File: config.mk
export PLATFORM = sky130hd
export DESIGN_NAME = cpu_bus_sequencer_flat
export DESIGN_NICKNAME = d
export VERILOG_FILES = /design/src/rtl/cpu_bus_sequencer_pkg.sv /design/src/rtl/cpu_bus_sequencer_if.sv /design/src/rtl/cpu_bus_sequencer_pacer.sv /design/src/rtl/cpu_bus_sequencer.sv /design/src/flat_wrapper.sv
export SDC_FILE = /design/constraint.sdc
export NUM_CORES = 1
export LEC_CHECK = 0
export ABC_AREA = 1
export CELL_PAD_IN_SITES_DETAIL_PLACEMENT = 1
export CELL_PAD_IN_SITES_GLOBAL_PLACEMENT = 1
export CORE_ASPECT_RATIO = 0.6
export CORE_MARGIN = 10
export CORE_UTILIZATION = 40
export CTS_CLUSTER_DIAMETER = 60
export DETAILED_ROUTE_END_ITERATION = 8
export PLACE_DENSITY_LB_ADDON = 0.1
export SETUP_SLACK_MARGIN = 0.02
export SYNTH_ARGS = -nofsm -noshare
export SYNTH_HDL_FRONTEND = slang
export SYNTH_SLANG_ARGS = --single-unit
File: constraint.sdc
create_clock -name sys_clock_i -period 4.75 [get_ports sys_clock_i]
set_clock_uncertainty 0.05 [all_clocks]
set_input_delay 0.95 -clock sys_clock_i [delete_from_list [all_inputs] [get_ports sys_clock_i]]
set_output_delay 0.95 -clock sys_clock_i [all_outputs]
set_load 0.005 [all_outputs]
File: src/rtl/cpu_bus_sequencer_pkg.sv
// Shared types for the W65C02S bus-slot sequencer: CPU speed selector and
// the pacing period it implies at a given system clock.
package cpu_bus_sequencer_pkg;

    typedef enum logic [1:0] {
        CPU_SPEED_1MHZ = 2'd0,
        CPU_SPEED_2MHZ = 2'd1,
        CPU_SPEED_4MHZ = 2'd2,
        CPU_SPEED_MAX  = 2'd3
    } cpu_speed_t;

    // MAX paces every cycle; the pacer treats it as a period of one.
    function automatic int cpu_speed_period(cpu_speed_t speed, int mhz);
        case (speed)
            CPU_SPEED_1MHZ: return mhz;
            CPU_SPEED_2MHZ: return mhz / 2;
            CPU_SPEED_4MHZ: return mhz / 4;
            default:        return 1;
        endcase
    endfunction

    function automatic int max_int(int a, int b);
        return (a > b) ? a : b;
    endfunction

endpackage

File: src/rtl/cpu_bus_sequencer_if.sv
// Request/grant handshake and CPU pin bundle; master is the sequencer,
// slave is the arbiter/CPU side.
interface cpu_bus_sequencer_if;
    import cpu_bus_sequencer_pkg::*;

    logic       cpu_enable_i;
    cpu_speed_t cpu_speed_i;
    logic       cpu_grant_i;
    logic       cpu_wait_i;
    logic       cpu_req_o;
    logic       cpu_be_o;
    logic       cpu_clock_o;
    logic       cpu_valid_strobe_o;
    logic       cpu_done_strobe_o;
    logic       cpu_overrun_strobe_o;
    logic       cpu_wait_timeout_strobe_o;

    modport master (
        input  cpu_enable_i, cpu_speed_i, cpu_grant_i, cpu_wait_i,
        output cpu_req_o, cpu_be_o, cpu_clock_o, cpu_valid_strobe_o,
               cpu_done_strobe_o, cpu_overrun_strobe_o, cpu_wait_timeout_strobe_o
    );

    modport slave (
        output cpu_enable_i, cpu_speed_i, cpu_grant_i, cpu_wait_i,
        input  cpu_req_o, cpu_be_o, cpu_clock_o, cpu_valid_strobe_o,
               cpu_done_strobe_o, cpu_overrun_strobe_o, cpu_wait_timeout_strobe_o
    );

endinterface

File: src/rtl/cpu_bus_sequencer_pacer.sv
// CPU cycle pacer: period counter, single-deep pending request latch and
// overrun strobe.
module cpu_bus_sequencer_pacer
    import cpu_bus_sequencer_pkg::*;
#(
    parameter int SYS_CLOCK_MHZ = 64
) (
    input  logic       sys_clock_i,
    input  logic       sys_reset_i,
    input  logic       enable,
    input  cpu_speed_t speed,
    input  logic       idle,
    input  logic       accept,
    output logic       pending,
    output logic       overrun
);

    localparam int CW = $clog2(SYS_CLOCK_MHZ) + 1;

    logic [CW-1:0] cnt;
    logic [CW-1:0] limit;
    logic          primed;
    logic          expire;
    logic          max_mode;
    cpu_speed_t    cur_speed;
    cpu_speed_t    eff_speed;

    // Until the first reload the live selector defines the period, so the
    // first request lands one full period after reset release.
    assign eff_speed = primed ? cur_speed : speed;
    assign limit     = CW'(cpu_speed_period(eff_speed, SYS_CLOCK_MHZ) - 1);
    assign expire    = (cnt >= limit);
    assign max_mode  = (eff_speed == CPU_SPEED_MAX);

    always_ff @(posedge sys_clock_i or posedge sys_reset_i) begin
        if (sys_reset_i) begin
            cnt       <= '0;
            primed    <= 1'b0;
            cur_speed <= CPU_SPEED_1MHZ;
            pending   <= 1'b0;
            overrun   <= 1'b0;
        end else begin
            overrun <= 1'b0;
            if (expire) begin
                cnt       <= '0;
                cur_speed <= speed;
                primed    <= 1'b1;
            end else begin
                cnt <= cnt + 1'b1;
            end

            // An expiry coinciding with an accepted grant re-arms pending
            // without counting as an overrun.
            if (max_mode)
                pending <= !accept && (pending || (idle && enable));
            else if (expire && enable) begin
                pending <= 1'b1;
                overrun <= pending && !accept;
            end else if (accept)
                pending <= 1'b0;
        end
    end

endmodule

File: src/rtl/cpu_bus_sequencer.sv
// W65C02S bus-slot sequencer: paces CPU cycles, requests a slot and drives
// BE/Phi2 through drain/setup/pulse/hold once granted.
module cpu_bus_sequencer
    import cpu_bus_sequencer_pkg::*;
#(
    parameter int SYS_CLOCK_MHZ   = 64,
    parameter int DRAIN_CYCLES    = 1,
    parameter int VALID_OFFSET    = 3,
    parameter int BE_SETUP_CYCLES = 4,
    parameter int PHI_HIGH_CYCLES = 4,
    parameter int HOLD_CYCLES     = 4,
    parameter int MAX_WAIT_CYCLES = 16
) (
    input  logic                sys_clock_i,
    input  logic                sys_reset_i,
    cpu_bus_sequencer_if.master bus
);

    localparam int CNT_MAX = max_int(max_int(DRAIN_CYCLES, BE_SETUP_CYCLES),
                                     max_int(HOLD_CYCLES, PHI_HIGH_CYCLES + MAX_WAIT_CYCLES));
    localparam int CW      = $clog2(CNT_MAX + 1);

    localparam logic [CW-1:0] DRAIN_LAST = CW'(DRAIN_CYCLES - 1);
    localparam logic [CW-1:0] SETUP_LAST = CW'(BE_SETUP_CYCLES - 1);
    localparam logic [CW-1:0] VALID_AT   = CW'(VALID_OFFSET);
    localparam logic [CW-1:0] PHI_LAST   = CW'(PHI_HIGH_CYCLES - 1);
    localparam logic [CW-1:0] PHI_CAP    = CW'(PHI_HIGH_CYCLES + MAX_WAIT_CYCLES - 1);
    localparam logic [CW-1:0] HOLD_LAST  = CW'(HOLD_CYCLES - 1);

    localparam logic [2:0] ST_IDLE  = 3'd0;
    localparam logic [2:0] ST_DRAIN = 3'd1;
    localparam logic [2:0] ST_SETUP = 3'd2;
    localparam logic [2:0] ST_PHI   = 3'd3;
    localparam logic [2:0] ST_HOLD  = 3'd4;

    logic [2:0]    state, state_nxt;
    logic [CW-1:0] cnt, cnt_nxt;
    logic          timeout_nxt;
    logic          idle, accept, pending, overrun;
    logic          be_q, phi_q, valid_q, done_q, timeout_q;

    assign idle   = (state == ST_IDLE);
    assign accept = bus.cpu_grant_i && idle && pending;

    cpu_bus_sequencer_pacer #(
        .SYS_CLOCK_MHZ (SYS_CLOCK_MHZ)
    ) u_pacer (
        .sys_clock_i (sys_clock_i),
        .sys_reset_i (sys_reset_i),
        .enable      (bus.cpu_enable_i),
        .speed       (bus.cpu_speed_i),
        .idle        (idle),
        .accept      (accept),
        .pending     (pending),
        .overrun     (overrun)
    );

    // cnt counts up within a phase; in PHI it keeps counting through the
    // stretch, so PHI_CAP bounds the total Phi2 high time.
    always_comb begin
        state_nxt   = state;
        cnt_nxt     = cnt + 1'b1;
        timeout_nxt = 1'b0;
        case (state)
            ST_IDLE: begin
                cnt_nxt = '0;
                if (accept) state_nxt = ST_DRAIN;
            end
            ST_DRAIN:
                if (cnt == DRAIN_LAST) begin
                    state_nxt = ST_SETUP;
                    cnt_nxt   = '0;
                end
            ST_SETUP:
                if (cnt == SETUP_LAST) begin
                    state_nxt = ST_PHI;
                    cnt_nxt   = '0;
                end
            ST_PHI:
                if (cnt >= PHI_LAST) begin
                    if (!bus.cpu_wait_i || cnt == PHI_CAP) begin
                        timeout_nxt = bus.cpu_wait_i;
                        state_nxt   = ST_HOLD;
                        cnt_nxt     = '0;
                    end
                end
            ST_HOLD:
                if (cnt == HOLD_LAST) begin
                    state_nxt = ST_IDLE;
                    cnt_nxt   = '0;
                end
            default: begin
                state_nxt = ST_IDLE;
                cnt_nxt   = '0;
            end
        endcase
    end

    // Pin outputs are decoded from the next state so they change on the same
    // edge as the state they belong to.
    always_ff @(posedge sys_clock_i or posedge sys_reset_i) begin
        if (sys_reset_i) begin
            state     <= ST_IDLE;
            cnt       <= '0;
            be_q      <= 1'b0;
            phi_q     <= 1'b0;
            valid_q   <= 1'b0;
            done_q    <= 1'b0;
            timeout_q <= 1'b0;
        end else begin
            state     <= state_nxt;
            cnt       <= cnt_nxt;
            be_q      <= (state_nxt == ST_SETUP) || (state_nxt == ST_PHI) ||
                         (state_nxt == ST_HOLD);
            phi_q     <= (state_nxt == ST_PHI);
            valid_q   <= (state_nxt == ST_SETUP) && (cnt_nxt == VALID_AT);
            done_q    <= (state_nxt == ST_HOLD) && (cnt_nxt == HOLD_LAST);
            timeout_q <= timeout_nxt;
        end
    end

    assign bus.cpu_req_o                 = pending;
    assign bus.cpu_be_o                  = be_q;
    assign bus.cpu_clock_o               = phi_q;
    assign bus.cpu_valid_strobe_o        = valid_q;
    assign bus.cpu_done_strobe_o         = done_q;
    assign bus.cpu_overrun_strobe_o      = overrun;
    assign bus.cpu_wait_timeout_strobe_o = timeout_q;

endmodule
File: src/flat_wrapper.sv
// flat-port wrapper written by rule: the top's interface ports become plain ports
module cpu_bus_sequencer_flat import cpu_bus_sequencer_pkg::*;
#(
    parameter int SYS_CLOCK_MHZ   = 64,
    parameter int DRAIN_CYCLES    = 1,
    parameter int VALID_OFFSET    = 3,
    parameter int BE_SETUP_CYCLES = 4,
    parameter int PHI_HIGH_CYCLES = 4,
    parameter int HOLD_CYCLES     = 4,
    parameter int MAX_WAIT_CYCLES = 16
)
  (sys_clock_i, sys_reset_i, bus_cpu_enable_i, bus_cpu_speed_i, bus_cpu_grant_i, bus_cpu_wait_i, bus_cpu_req_o, bus_cpu_be_o, bus_cpu_clock_o, bus_cpu_valid_strobe_o, bus_cpu_done_strobe_o, bus_cpu_overrun_strobe_o, bus_cpu_wait_timeout_strobe_o);
  cpu_bus_sequencer_if bus_i ();
  input  logic sys_clock_i;
  input  logic sys_reset_i;
  input wire logic [$bits(bus_i.cpu_enable_i)-1:0] bus_cpu_enable_i;
  input wire logic [$bits(bus_i.cpu_speed_i)-1:0] bus_cpu_speed_i;
  input wire logic [$bits(bus_i.cpu_grant_i)-1:0] bus_cpu_grant_i;
  input wire logic [$bits(bus_i.cpu_wait_i)-1:0] bus_cpu_wait_i;
  output wire logic [$bits(bus_i.cpu_req_o)-1:0] bus_cpu_req_o;
  output wire logic [$bits(bus_i.cpu_be_o)-1:0] bus_cpu_be_o;
  output wire logic [$bits(bus_i.cpu_clock_o)-1:0] bus_cpu_clock_o;
  output wire logic [$bits(bus_i.cpu_valid_strobe_o)-1:0] bus_cpu_valid_strobe_o;
  output wire logic [$bits(bus_i.cpu_done_strobe_o)-1:0] bus_cpu_done_strobe_o;
  output wire logic [$bits(bus_i.cpu_overrun_strobe_o)-1:0] bus_cpu_overrun_strobe_o;
  output wire logic [$bits(bus_i.cpu_wait_timeout_strobe_o)-1:0] bus_cpu_wait_timeout_strobe_o;
  assign bus_i.cpu_enable_i = bus_cpu_enable_i;
  assign bus_i.cpu_speed_i = bus_cpu_speed_i;
  assign bus_i.cpu_grant_i = bus_cpu_grant_i;
  assign bus_i.cpu_wait_i = bus_cpu_wait_i;
  assign bus_cpu_req_o = bus_i.cpu_req_o;
  assign bus_cpu_be_o = bus_i.cpu_be_o;
  assign bus_cpu_clock_o = bus_i.cpu_clock_o;
  assign bus_cpu_valid_strobe_o = bus_i.cpu_valid_strobe_o;
  assign bus_cpu_done_strobe_o = bus_i.cpu_done_strobe_o;
  assign bus_cpu_overrun_strobe_o = bus_i.cpu_overrun_strobe_o;
  assign bus_cpu_wait_timeout_strobe_o = bus_i.cpu_wait_timeout_strobe_o;
  cpu_bus_sequencer #(.SYS_CLOCK_MHZ(SYS_CLOCK_MHZ), .DRAIN_CYCLES(DRAIN_CYCLES), .VALID_OFFSET(VALID_OFFSET), .BE_SETUP_CYCLES(BE_SETUP_CYCLES), .PHI_HIGH_CYCLES(PHI_HIGH_CYCLES), .HOLD_CYCLES(HOLD_CYCLES), .MAX_WAIT_CYCLES(MAX_WAIT_CYCLES)) u_core (.sys_clock_i(sys_clock_i), .sys_reset_i(sys_reset_i), .bus(bus_i));
endmodule
**Word-level counts from Yosys, hierarchy flattened**

Cells that the tools add are included.
Widths: inputs -> output; s select.

- Add/sub/neg operators: 3
- Muxes and demuxes: 23
- Magnitude comparators: 2
- Equal/unequal tests: 13
- Reductions and logical operators: 19

Operator list:

| kind | count |
|---|---|
| $pmux 7 s3 | 1 |
| $mux 5 | 4 |
| $mux 3 | 6 |
| $pmux 3 s5 | 1 |
| $pmux 5 s3 | 1 |
| $eq 3x2->1 const B | 4 |
| $eq 5x2->1 const B | 2 |
| $logic_and 1x1->1 | 8 |
| $mux 1 | 8 |
| $add 7x1->7 const B | 1 |
| $ge 7x7->1 | 1 |
| $mux 7 | 1 |
| $sub 7x2->7 const B | 1 |
| $eq 3x3->1 const B | 2 |
| $add 5x1->5 const B | 1 |
| $eq 5x5->1 const B | 1 |
| $ge 5x2->1 const B | 1 |
| $logic_not 5->1 | 1 |
| $eq 2x2->1 const B | 2 |
| $logic_or 1x1->1 | 4 |
| $eq 3x1->1 const B | 1 |
| $logic_not 3->1 | 1 |
| $reduce_bool 3->1 | 1 |
| $eq 2x1->1 const B | 1 |
| other kinds (4) | 5 |

- Output and inout bits: 7
- Bits in registers: 25
- Bits of input ports: 7
- Word-level logic and storage cells: 72

**Logic depth before layout (Yosys ltp)**

Gate-level depths: netlist (run 1).

- Depth in word-level cells: 8
- Mapped depth: 15
- Mapped depth without buffers: 15

**Modules after synthesis**

Synthesis (run 1) repeated with hierarchy kept, for this count alone.

- Cell total of the unflattened synthesis: 190
- Area total of the unflattened synthesis: 1502.7 µm²

By module, submodules not included:

| module | cells each | sequential area each (µm²) | area each (µm²) | times used |
|---|---|---|---|---|
| cpu_bus_sequencer | 99 | 325.3 | 769.5 | 1 |
| cpu_bus_sequencer_pacer | 91 | 300.3 | 733.2 | 1 |

**Worst setup path after synthesis (run 1)**

OpenSTA, ideal clock, no wires.

- Path type: input to register
- From: input port bus_cpu_speed_i[1]
- To: register u_core.u_pacer.pending
- Cell stages on the path: 13
- Data arrival time: 2338 ps
- Setup slack: 2236 ps
- Required time: 4574 ps
- Path buffers: 1
- Library setup time: 126 ps
- Path through: o21ai_0 nor2_1 inv_1 ha_1 inv_1 nand2_1 nand2_1 a21boi_0 o21bai_1 nand2_1 buf_4 nand3_1 nand3_1

- Cells in the longest elaborated chain, start to end: 8
- Elaborated cells on any way between the ends: 12
- Classes of those cells: add/sub (1); order compare (1); eq/ne (3); mux (4); reduce/logical (3)

RTL lines:

| element | RTL line | text |
|---|---|---|
| start, declared | flat_wrapper.sv:17 | `input wire logic [$bits(bus_i.cpu_speed_i)-1:0] bus_cpu_speed_i;` |
| $mux 2 (*) | cpu_bus_sequencer_pacer.sv:30 | `assign eff_speed = primed ? cur_speed : speed;` |
| $eq 2x2->1 (tied with other cells) | cpu_bus_sequencer_pkg.sv:14 | `case (speed)` |
| $pmux 7 s3 | cpu_bus_sequencer_pkg.sv:14 |  |
| $sub 7x2->7 | cpu_bus_sequencer_pacer.sv:31 | `assign limit = CW'(cpu_speed_period(eff_speed, SYS_CLOCK_MHZ) - 1);` |
| $ge 7x7->1 | cpu_bus_sequencer_pacer.sv:32 | `assign expire = (cnt >= limit);` |
| $logic_and 1x1->1 | cpu_bus_sequencer_pacer.sv:56 | `else if (expire && enable) begin` |
| $mux 1 | cpu_bus_sequencer_pacer.sv:56 |  |
| $mux 1 | cpu_bus_sequencer_pacer.sv:54 | `if (max_mode)` |
| end signal, assigned | cpu_bus_sequencer_pacer.sv:55 | `pending <= !accept && (pending \|\| (idle && enable));` |
| end, declared | cpu_bus_sequencer_pacer.sv:14 | `output logic pending,` |

Mark *: on every way between the ends. The rest lies on a longest branch, timed or not.
A chain may end at the register's enable or synchronous reset.

**Final worst setup path (run 1)**

- From: input port bus_cpu_speed_i[1]
- To: register u_core.u_pacer.primed

- Cells in the longest elaborated chain, start to end: 5
- Elaborated cells on any way between the ends: 7
- Classes of those cells: add/sub (1); order compare (1); eq/ne (2); mux (2); reduce/logical (1)

RTL lines:

| element | RTL line | text |
|---|---|---|
| $mux 2 (*) | cpu_bus_sequencer_pacer.sv:30 |  |
| $eq 2x2->1 (tied with other cells) | cpu_bus_sequencer_pkg.sv:14 |  |
| $pmux 7 s3 (*) | cpu_bus_sequencer_pkg.sv:14 |  |
| $sub 7x2->7 (*) | cpu_bus_sequencer_pacer.sv:31 |  |
| $ge 7x7->1 (*) | cpu_bus_sequencer_pacer.sv:32 |  |
| end signal, assigned | cpu_bus_sequencer_pacer.sv:38 | `primed <= 1'b0;` |
| end signal, assigned | cpu_bus_sequencer_pacer.sv:47 | `primed <= 1'b1;` |
| end, declared | cpu_bus_sequencer_pacer.sv:22 | `logic primed;` |

Marked as above.

==> impl_results.md, run 1 <==
- Result of the run: completed
- Max Clock Freq: 311 MHz
- Number of stages on the worst hold path: 1
- TritonCTS buffer count: 3
- Net switching fraction of the power: 43.8%
- Clock tree sinks: 25
- Number of warning messages in the yosys log: 0
- I/O pin total: 14
- Antenna-violating nets left: 0
- Floorplan die area: 6420 um2
- Final std cell area, no fill: 1650 um2
- Worst-skew pair later-pin latency: 0.26 ns
- Post-DP Area: 1600 um2
- Post-DR wirelength/cell: 13.7 um
- Residual DRC: 0
- Number of port buffers: 13
- Starting DRT DRC Count: 51
- Total setup violations reported at the end of the flow: 0
- Most frequent cells in the layout: sky130_fd_sc_hd__nand2_1, sky130_fd_sc_hd__nor2_1, sky130_fd_sc_hd__dfrtp_1
- Clk buf depth: 2
- Maximum vdd ir drop: 0.000266 V
- Gp weighted congestion: 0.784
- Worst Hold Margin: 0.462 ns
- Number of library cell types mapped by synthesis: 27
- Area delta synth->final: 15.7%
- Number of global-route vias before repair: 1135
- Required arrival time at the worst endpoint: 4.85 ns
- Proportion of power drawn by the clock network: 13.6%
- Setup crit end kind: register
- Total Negative Setup Slacks: 0 ns
- RSZ-0062 raised after global routing: false
- Maximum number of pins on one net before global-route repair: 26
- CTS clk-pin slew, worst paths: 0.08 ns
- Maximum net fanout on the critical path: 12
- Setup slack at placement: 1.25 ns
- Critical path class: input port to register
- Sequential cell area: 626 um2
- CTS hold repair buffers: 0
- Worst slew pin tran: 0.949 ns
- Final Max Slew Viols: 0
- Wire length of the first global-routing pass: 5490 um
- Synthesized Nets: 192
- Sequential area share after synthesis: 44.0%
- Die outline height: 66.2 um
- Minimum setup slack in the final design: 1.53 ns
- Internal power contribution: 510 uW
- Half-perimeter wire length of the detailed placement result: 2600 um
- Clock tree from TritonCTS: done
- Remaining Overflow, GRT: 0
- Worst-case headroom to the max-slew limit: 36.6%
- Seq pwr share: 37.3%
- All-Layer GR Usage: 10.4%
- Count of nets after finishing: 209
- H-Tree Depth: 1
- Fill count: 403
- Comb power frac: 49.1%
- Gate count after technology mapping: 175
- Pwr/cell area: 551 nW/um2
- Number of rows created at floorplan: 16
- Multi-input combinational cell area: 681 um2
- Final worst-path cycle share: 67.8%
- Minimum clock period: 3.22 ns
- Net load switching power: 397 uW
- Max-cap violations: 0
- Share of cells above drive strength 1: 12.0%
- Antenna violations before repair: 0
- CP arrival: 3.32 ns
- Hold Vio Cnt, Final: 0
- Drt pass-1 iters: 4
- Startpoint Class: input port
- Cts repair resizes: 0
- Area of the core: 3340 um2
- Via density per instance: 4.70
- Synthesized area: 1420 um2
- Flip-flop and latch count after synthesis: 25
- Wire length after detailed routing: 3220 um
- Type of the tightest min-delay check: register to register
- Lkg Pwr: 0.000842 uW
- Die Width: 97.0 um
- Most frequent standard cell in the layout excluding fill and tap cells: sky130_fd_sc_hd__nand2_1
- Average cell area after synthesis: 8.13 um2
- Antenna cell count: 0
- Cell count of the worst reg-to-reg path: 12
- Cell at the root of the clock tree: sky130_fd_sc_hd__clkbuf_8
- Post-CTS repair timing setup buffer count: 0
- Total vias in the final route: 1109
- Effective utilization at floorplan: 42.6%
cell type report:
cell class	instances	area share [%]
Sequential cell	25	38.0
Multi-Input combinational cell	120	41.3
Clock buffer	4	2.74
Inverter	29	6.61
Tap cell	45	3.42
Timing Repair Buffer	13	7.90
registers in the layout, summed over array words and instances (netlist names), 2 cells and up:
name	flops
u_core.cnt	5
u_core.u_pacer.cur_speed	2
u_core.state	3
u_core.u_pacer.cnt	7
power by group through the flow:
stage	registers (uW)	logic [uW]	clock network, uW
finish	339	445	124
global route	347	519	139
CTS	339	451	128
detailed placement	342	445	0
global placement	338	414	0
floorplan	326	324	0
cells in the mapped netlist, drive strengths merged:
| cell | instances | area [um2] |
|---|---|---|
| or2 | 1 | 6.26 |
| a211oi | 1 | 7.51 |
| nand3 | 10 | 55.1 |
| o21ai | 5 | 25.0 |
| o22ai | 1 | 20.0 |
| xor2 | 2 | 17.5 |
| ha | 10 | 125 |
| conb | 1 | 3.75 |
| dfrtp | 25 | 626 |
| nor2 | 29 | 116 |
| nand4 | 7 | 50.1 |
| nand3b | 1 | 7.51 |
| o21bai | 2 | 15.0 |
| inv | 29 | 109 |
| nand2 | 43 | 184 |
| a21boi | 1 | 7.51 |
| buf | 1 | 7.51 |
| nor3 | 4 | 30.0 |
| a21oi | 2 | 10.0 |
worst max-delay path, cell delays in order:
cell	delay, ns
sky130_fd_sc_hd__clkdlybuf4s50_1	0.47
sky130_fd_sc_hd__o21ai_0	0.14
sky130_fd_sc_hd__nor2_1	0.36
sky130_fd_sc_hd__inv_1	0.12
sky130_fd_sc_hd__ha_1	0.28
sky130_fd_sc_hd__inv_1	0.06
sky130_fd_sc_hd__nand2_1	0.05
sky130_fd_sc_hd__nand2_1	0.05
sky130_fd_sc_hd__a21boi_0	0.08
sky130_fd_sc_hd__o21bai_1	0.13
sky130_fd_sc_hd__nand2_1	0.27
sky130_fd_sc_hd__or2_2	0.37
routing by layer:
metal | GRT usage, % | share of wire, % | vias to the layer above
li1 | - | - | 582
met1 | 13.9 | 54 | 506
met2 | 15.5 | 40 | 17
met3 | 3.65 | 4.7 | 4
met4 | 2.93 | 1.1 | 0
met5 | 0 | 0 | -
final timing paths:
check,slack [ns],to,startpoint
max,1.53,u_core.u_pacer.primed$_DFFE_PP0N_,bus_cpu_speed_i[1]
min,0.46,u_core.u_pacer.cnt[0]$_DFF_PP0_,u_core.u_pacer.cnt[0]$_DFF_PP0_
max reg2reg,2.20,u_core.u_pacer.primed$_DFFE_PP0N_,u_core.u_pacer.primed$_DFFE_PP0N_
min reg2reg,0.46,u_core.u_pacer.cnt[0]$_DFF_PP0_,u_core.u_pacer.cnt[0]$_DFF_PP0_
max in group asynchronous,2.92,u_core.state[2]$_DFF_PP0_,sys_reset_i
min in group asynchronous,1.16,u_core.u_pacer.cnt[2]$_DFF_PP0_,sys_reset_i
cells by family (layout without fill, tap and decap cells):
family | Yosys count | in the layout | synth area share, %
adder cells (fa/ha/maj) | 10 | 10 | 8.80
buffers and inverters | 30 | 46 | 8.18
XOR/XNOR | 2 | 2 | 1.23
other | 1 | 1 | 0.264
AO/OA/AOI/OAI | 12 | 12 | 5.98
flip-flops | 25 | 25 | 44.0
AND/OR/NAND/NOR | 95 | 95 | 31.6
through the flow:
stage	instances	total power, uW	utilization, %
3_3_place_gp	232	752	47.9
3_5_place_dp	232	786	47.9
6_report	236	907	49.3
2_1_floorplan	175	650	-
5_1_grt	236	1010	49.3
4_1_cts	236	918	49.3
Note: power is estimated with default switching activity, not from simulation.
==> run 2, diff against run 1 <==
Settings changed: CORE_UTILIZATION 40 to 38.
Clock period 4.75 ns to 2.7 ns, I/O delays scaled along.
==> impl_results.md, run 2 (synthesized netlist as in run 1, its figures left out) <==
- Antenna cell count: 0
- Max Clock Freq: 405 MHz
- CTS clk-pin slew, worst paths: 0.09 ns
- Final worst-path cycle share: 91.4%
- Post-DP Area: 1630 um2
- Floorplan die area: 6670 um2
- Effective utilization at floorplan: 39.1%
- Delay of the slowest critical-path stage: 0.43 ns
- Largest registers: u_core.u_pacer.cnt (7), u_core.cnt (5), u_core.state (3)
- Required arrival time at the worst endpoint: 2.81 ns
- Setup crit end kind: register
- Via density per instance: 4.80
- Count of nets after finishing: 213
- Slowest cell on the critical path: sky130_fd_sc_hd__clkdlybuf4s50_1
- Lkg Pwr: 0.000863 uW
- Total setup violations reported at the end of the flow: 0
- TritonCTS buffer count: 3
- Final std cell area, no fill: 1680 um2
- Total vias in the final route: 1162
- Area delta synth->final: 18.0%
- RSZ-0062 raised after global routing: false
- Sequential cell area: 626 um2
- Antenna violations before repair: 0
- Half-perimeter wire length of the detailed placement result: 2910 um
- Max-cap violations: 0
- Critical path class: input port to register
- Final Max Slew Viols: 0
- Result of the run: completed
- Die outline height: 67.4 um
- Type of the tightest min-delay check: register to register
- H-Tree Depth: 1
- Wire length after detailed routing: 3520 um
- Post-DR wirelength/cell: 14.5 um
- Maximum net fanout on the critical path: 5
- I/O pin total: 14
- Pwr/cell area: 987 nW/um2
- Maximum number of pins on one net before global-route repair: 26
- Die Width: 99.0 um
- Register with the most flip-flops: u_core.u_pacer.cnt
- Cell at the root of the clock tree: sky130_fd_sc_hd__clkbuf_8
- Drt pass-1 iters: 4
- Fill count: 442
- Number of rows created at floorplan: 17
- Critical path cell sequence: clkdlybuf4s50_1 -> o21ai_0 -> nor2_1 -> buf_4 -> ha_1 -> a21oi_1 -> nor2_1 -> a211oi_1 -> nand2_1 -> buf_4 -> nand2_1 -> o21ai_0
- Multi-input combinational cell area: 681 um2
- Most frequent standard cell in the layout excluding fill and tap cells: sky130_fd_sc_hd__nand2_1
- Clock tree sinks: 25
- Clock tree from TritonCTS: done
- Maximum vdd ir drop: 0.000357 V
- CTS hold repair buffers: 0
- Cts repair resizes: 0
- Remaining Overflow, GRT: 0
- Number of global-route vias before repair: 1264
- Total Negative Setup Slacks: 0 ns
- Startpoint Class: input port
- Residual DRC: 0
- Minimum clock period: 2.47 ns
- Most frequent cells in the layout: sky130_fd_sc_hd__nand2_1, sky130_fd_sc_hd__nor2_1, sky130_fd_sc_hd__dfrtp_1
- Share of cells above drive strength 1: 13.8%
- Gp weighted congestion: 0.825
- Final core utilization: 46.2%
- Number of port buffers: 13
- Number of flip-flops in the largest register: 7
- Starting DRT DRC Count: 43
- Antenna-violating nets left: 0
- Hold Vio Cnt, Final: 0
- CP arrival: 2.57 ns
- Area of the core: 3640 um2
- Worst-skew pair later-pin latency: 0.27 ns
- All-Layer GR Usage: 11.6%
- Wire length of the first global-routing pass: 6240 um
- Post-CTS repair timing setup buffer count: 0
- Clk buf depth: 2
## run 2: cell types whose count changed in the layout (fill, tap and decap cells not counted)
cell	previous run	this run
sky130_fd_sc_hd__buf_4	0	4
## run 2: routing by layer
metal	global-route usage (%)	vias to the layer above	routed length (um)
li1	-	593	-
met1	15.6	548	1890
met2	17.8	17	1410
met3	4.07	4	198
met4	1.60	0	21
met5	0	-	0
## run 2: layout make-up
class	count	area share, %
multi-input cells	120	40.5
flip-flops and latches	25	37.3
repair buffers	17	9.54
inverters	29	6.48
well taps	47	3.50
clock buffers	4	2.68
## run 2: final timing paths
check,start,endpoint,slack [ns],depth (start not counted)
worst max-delay path,bus_cpu_speed_i[1],u_core.u_pacer.cur_speed[1]$_DFFE_PP0N_,0.23,12
worst min-delay path,u_core.u_pacer.cnt[0]$_DFF_PP0_,u_core.u_pacer.cnt[0]$_DFF_PP0_,0.44,1
worst max register to register,u_core.u_pacer.primed$_DFFE_PP0N_,u_core.u_pacer.cur_speed[1]$_DFFE_PP0N_,0.51,14
worst min register to register,u_core.u_pacer.cnt[0]$_DFF_PP0_,u_core.u_pacer.cnt[0]$_DFF_PP0_,0.44,1
max in group asynchronous,sys_reset_i,u_core.u_pacer.cnt[4]$_DFF_PP0_,1.79,3
min in group asynchronous,sys_reset_i,u_core.state[0]$_DFF_PP0_,0.57,3
## run 2: critical path, delay by kind of cell
| family | cells | cell delay, ns |
|---|---|---|
| buffers and inverters | 3 | 0.79 |
| AO/OA/AOI/OAI | 4 | 0.66 |
| AND/OR/NAND/NOR | 4 | 0.40 |
| adder cells (fa/ha/maj) | 1 | 0.17 |
## run 2: where the power goes
part	leakage (uW)	internal [uW]	switching (uW)
clock network	0.0000228	106	121
registers	0.000323	493	105
logic	0.000517	335	497
total	0.000863	934	723
## run 2: per-stage QoR
| step | setup slack, ns | instances | hold WS (ns) | total power, uW |
|---|---|---|---|---|
| 3_5_place_dp | -0.0479 | 238 | 0.434 | 1450 |
| 3_3_place_gp | 0.0435 | 238 | 0.435 | 1380 |
| 2_1_floorplan | 0.596 | 175 | 0.401 | 1140 |
| 6_report | 0.232 | 242 | 0.443 | 1660 |
| 4_1_cts | 0.229 | 242 | 0.446 | 1680 |
| 5_1_grt | 0.0692 | 242 | 0.486 | 1850 |
==> run 3, diff against run 2 <==
Settings changed: REMOVE_ABC_BUFFERS set to 1, TNS_END_PERCENT set to 1.
==> impl_results.md, run 3 (synthesized netlist as in run 1, its figures left out) <==
- Worst Hold Margin: 0.442 ns
- Clock tree sinks: 25
- Max-cap violations: 0
- Effective utilization at floorplan: 39.1%
- Pwr/cell area: 973 nW/um2
- Area delta synth->final: 18.0%
- Minimum setup slack in the final design: 0.259 ns
- Layer carrying the most global-route usage: met2
- Register with the most flip-flops: u_core.u_pacer.cnt
- Clk buf depth: 2
- Share of cells above drive strength 1: 13.8%
- Multi-input combinational cell area: 681 um2
- Critical path class: input port to register
- Max Clock Freq: 410 MHz
- Clock tree from TritonCTS: done
- Met2 track utilization from global routing: 15.8%
- Total vias in the final route: 1159
- Minimum clock period: 2.44 ns
- Most frequent standard cell in the layout excluding fill and tap cells: sky130_fd_sc_hd__nand2_1
- Drt pass-1 iters: 4
- Wire length of the first global-routing pass: 5660 um
- Number of flip-flops in the largest register: 7
- Hold Vio Cnt, Final: 0
- Result of the run: completed
- Count of nets after finishing: 213
- Via density per instance: 4.79
- Half-perimeter wire length of the detailed placement result: 2790 um
- Slowest cell on the critical path: sky130_fd_sc_hd__clkdlybuf4s50_1
- Final std cell area, no fill: 1680 um2
- Flop-to-flop setup slack: 0.54 ns
- Area of the core: 3640 um2
- Antenna cell count: 0
- Setup slack at placement: -0.122 ns
- Number of rows created at floorplan: 17
- Maximum vdd ir drop: 0.000393 V
- Type of the tightest min-delay check: register to register
- All-Layer GR Usage: 10.5%
- GRT met1 Usage: 14.3%
- Remaining Overflow, GRT: 0
- Final worst-path cycle share: 90.4%
- Required arrival time at the worst endpoint: 2.82 ns
- Residual DRC: 0
- TritonCTS buffer count: 3
- Antenna violations before repair: 0
- Wire length after detailed routing: 3350 um
- Delay of the slowest critical-path stage: 0.43 ns
- I/O pin total: 14
- Worst-skew pair later-pin latency: 0.26 ns
- Starting DRT DRC Count: 32
- Final Max Slew Viols: 0
- Gp weighted congestion: 0.844
- Number of global-route vias before repair: 1245
- CTS clk-pin slew, worst paths: 0.08 ns
- Fill count: 457
- Startpoint Class: input port
- Maximum net fanout on the critical path: 6
- Setup crit end kind: register
- Sequential cell area: 626 um2
- Die outline height: 67.4 um
- Met3 global-route usage: 3.77%
- Number of port buffers: 13
- CTS hold repair buffers: 0
- Largest registers: u_core.u_pacer.cnt (7), u_core.cnt (5), u_core.state (3)
- Die Width: 99.0 um
- H-Tree Depth: 1
- Post-DR wirelength/cell: 13.8 um
- CP arrival: 2.56 ns
- Final core utilization: 46.2%
- Cell at the root of the clock tree: sky130_fd_sc_hd__clkbuf_8
- Antenna-violating nets left: 0
- Lkg Pwr: 0.000863 uW
- Critical path cell sequence: clkdlybuf4s50_1 -> o21ai_1 -> nor2_1 -> buf_4 -> ha_1 -> a21oi_1 -> nor2_1 -> a211oi_1 -> nand2_1 -> buf_4 -> o21ai_0
- Total setup violations reported at the end of the flow: 0
- Maximum number of pins on one net before global-route repair: 26
- Post-DP Area: 1630 um2
- Floorplan die area: 6670 um2
- Most frequent cells in the layout: sky130_fd_sc_hd__nand2_1, sky130_fd_sc_hd__nor2_1, sky130_fd_sc_hd__dfrtp_1
- RSZ-0062 raised after global routing: false
run 3: cell counts in the layout (fill, tap and decap cells not counted):
Identical to the previous run, type by type.
run 3: worst max-delay path: cells and delay by family:
| family | cells | cell delay (ns) |
|---|---|---|
| simple gates | 3 | 0.34 |
| buf+inv | 3 | 0.79 |
| fa+ha+maj | 1 | 0.17 |
| compound gates | 4 | 0.72 |
run 3: repair_timing:
item / in CTS / in global routing
gates resized for setup: 0 / 2
setup buffers: 0 / 0
endpoints found under the hold margin: 0 / 0
endpoints found under the setup margin: 0 / 5
run 3: layout make-up:
| cell class | instances | share of cell area, % |
|---|---|---|
| repair buffers | 17 | 9.54 |
| multi-input cells | 120 | 40.5 |
| clock buffers | 4 | 2.68 |
| flip-flops and latches | 25 | 37.3 |
| inverters | 29 | 6.48 |
| well taps | 47 | 3.50 |
run 3: per-stage QoR:
| stage | total power [uW] | setup TNS (ns) | std cells |
|---|---|---|---|
| 3_3_place_gp | 1380 | 0 | 238 |
| 6_report | 1630 | 0 | 242 |
| 3_5_place_dp | 1430 | -0.417 | 238 |
| 4_1_cts | 1660 | 0 | 242 |
| 5_1_grt | 1820 | 0 | 242 |
| 2_1_floorplan | 1130 | 0 | 174 |
run 3: final timing paths:
check | startpoint | to | cells after the start
max in group asynchronous | sys_reset_i | u_core.state[0]$_DFF_PP0_ | 3
setup / recovery | bus_cpu_speed_i[1] | u_core.u_pacer.cur_speed[1]$_DFFE_PP0N_ | 11
min in group asynchronous | sys_reset_i | u_core.cnt[0]$_DFF_PP0_ | 3
hold / removal | u_core.u_pacer.cnt[0]$_DFF_PP0_ | u_core.u_pacer.cnt[0]$_DFF_PP0_ | 1
setup reg to reg | u_core.u_pacer.primed$_DFFE_PP0N_ | u_core.u_pacer.cur_speed[1]$_DFFE_PP0N_ | 13
hold reg to reg | u_core.u_pacer.cnt[0]$_DFF_PP0_ | u_core.u_pacer.cnt[0]$_DFF_PP0_ | 1
run 3: power breakdown:
part | total [uW] | internal (uW) | switching, uW
Clock | 215 | 105 | 109
Sequential | 593 | 494 | 99.7
Combinational | 826 | 335 | 492
run 3: metal layers:
metal / vias to the layer above / wire (um)
met5: - / 0
met4: 0 / 16
li1: 590 / -
met2: 13 / 1330
met3: 2 / 141
met1: 554 / 1860
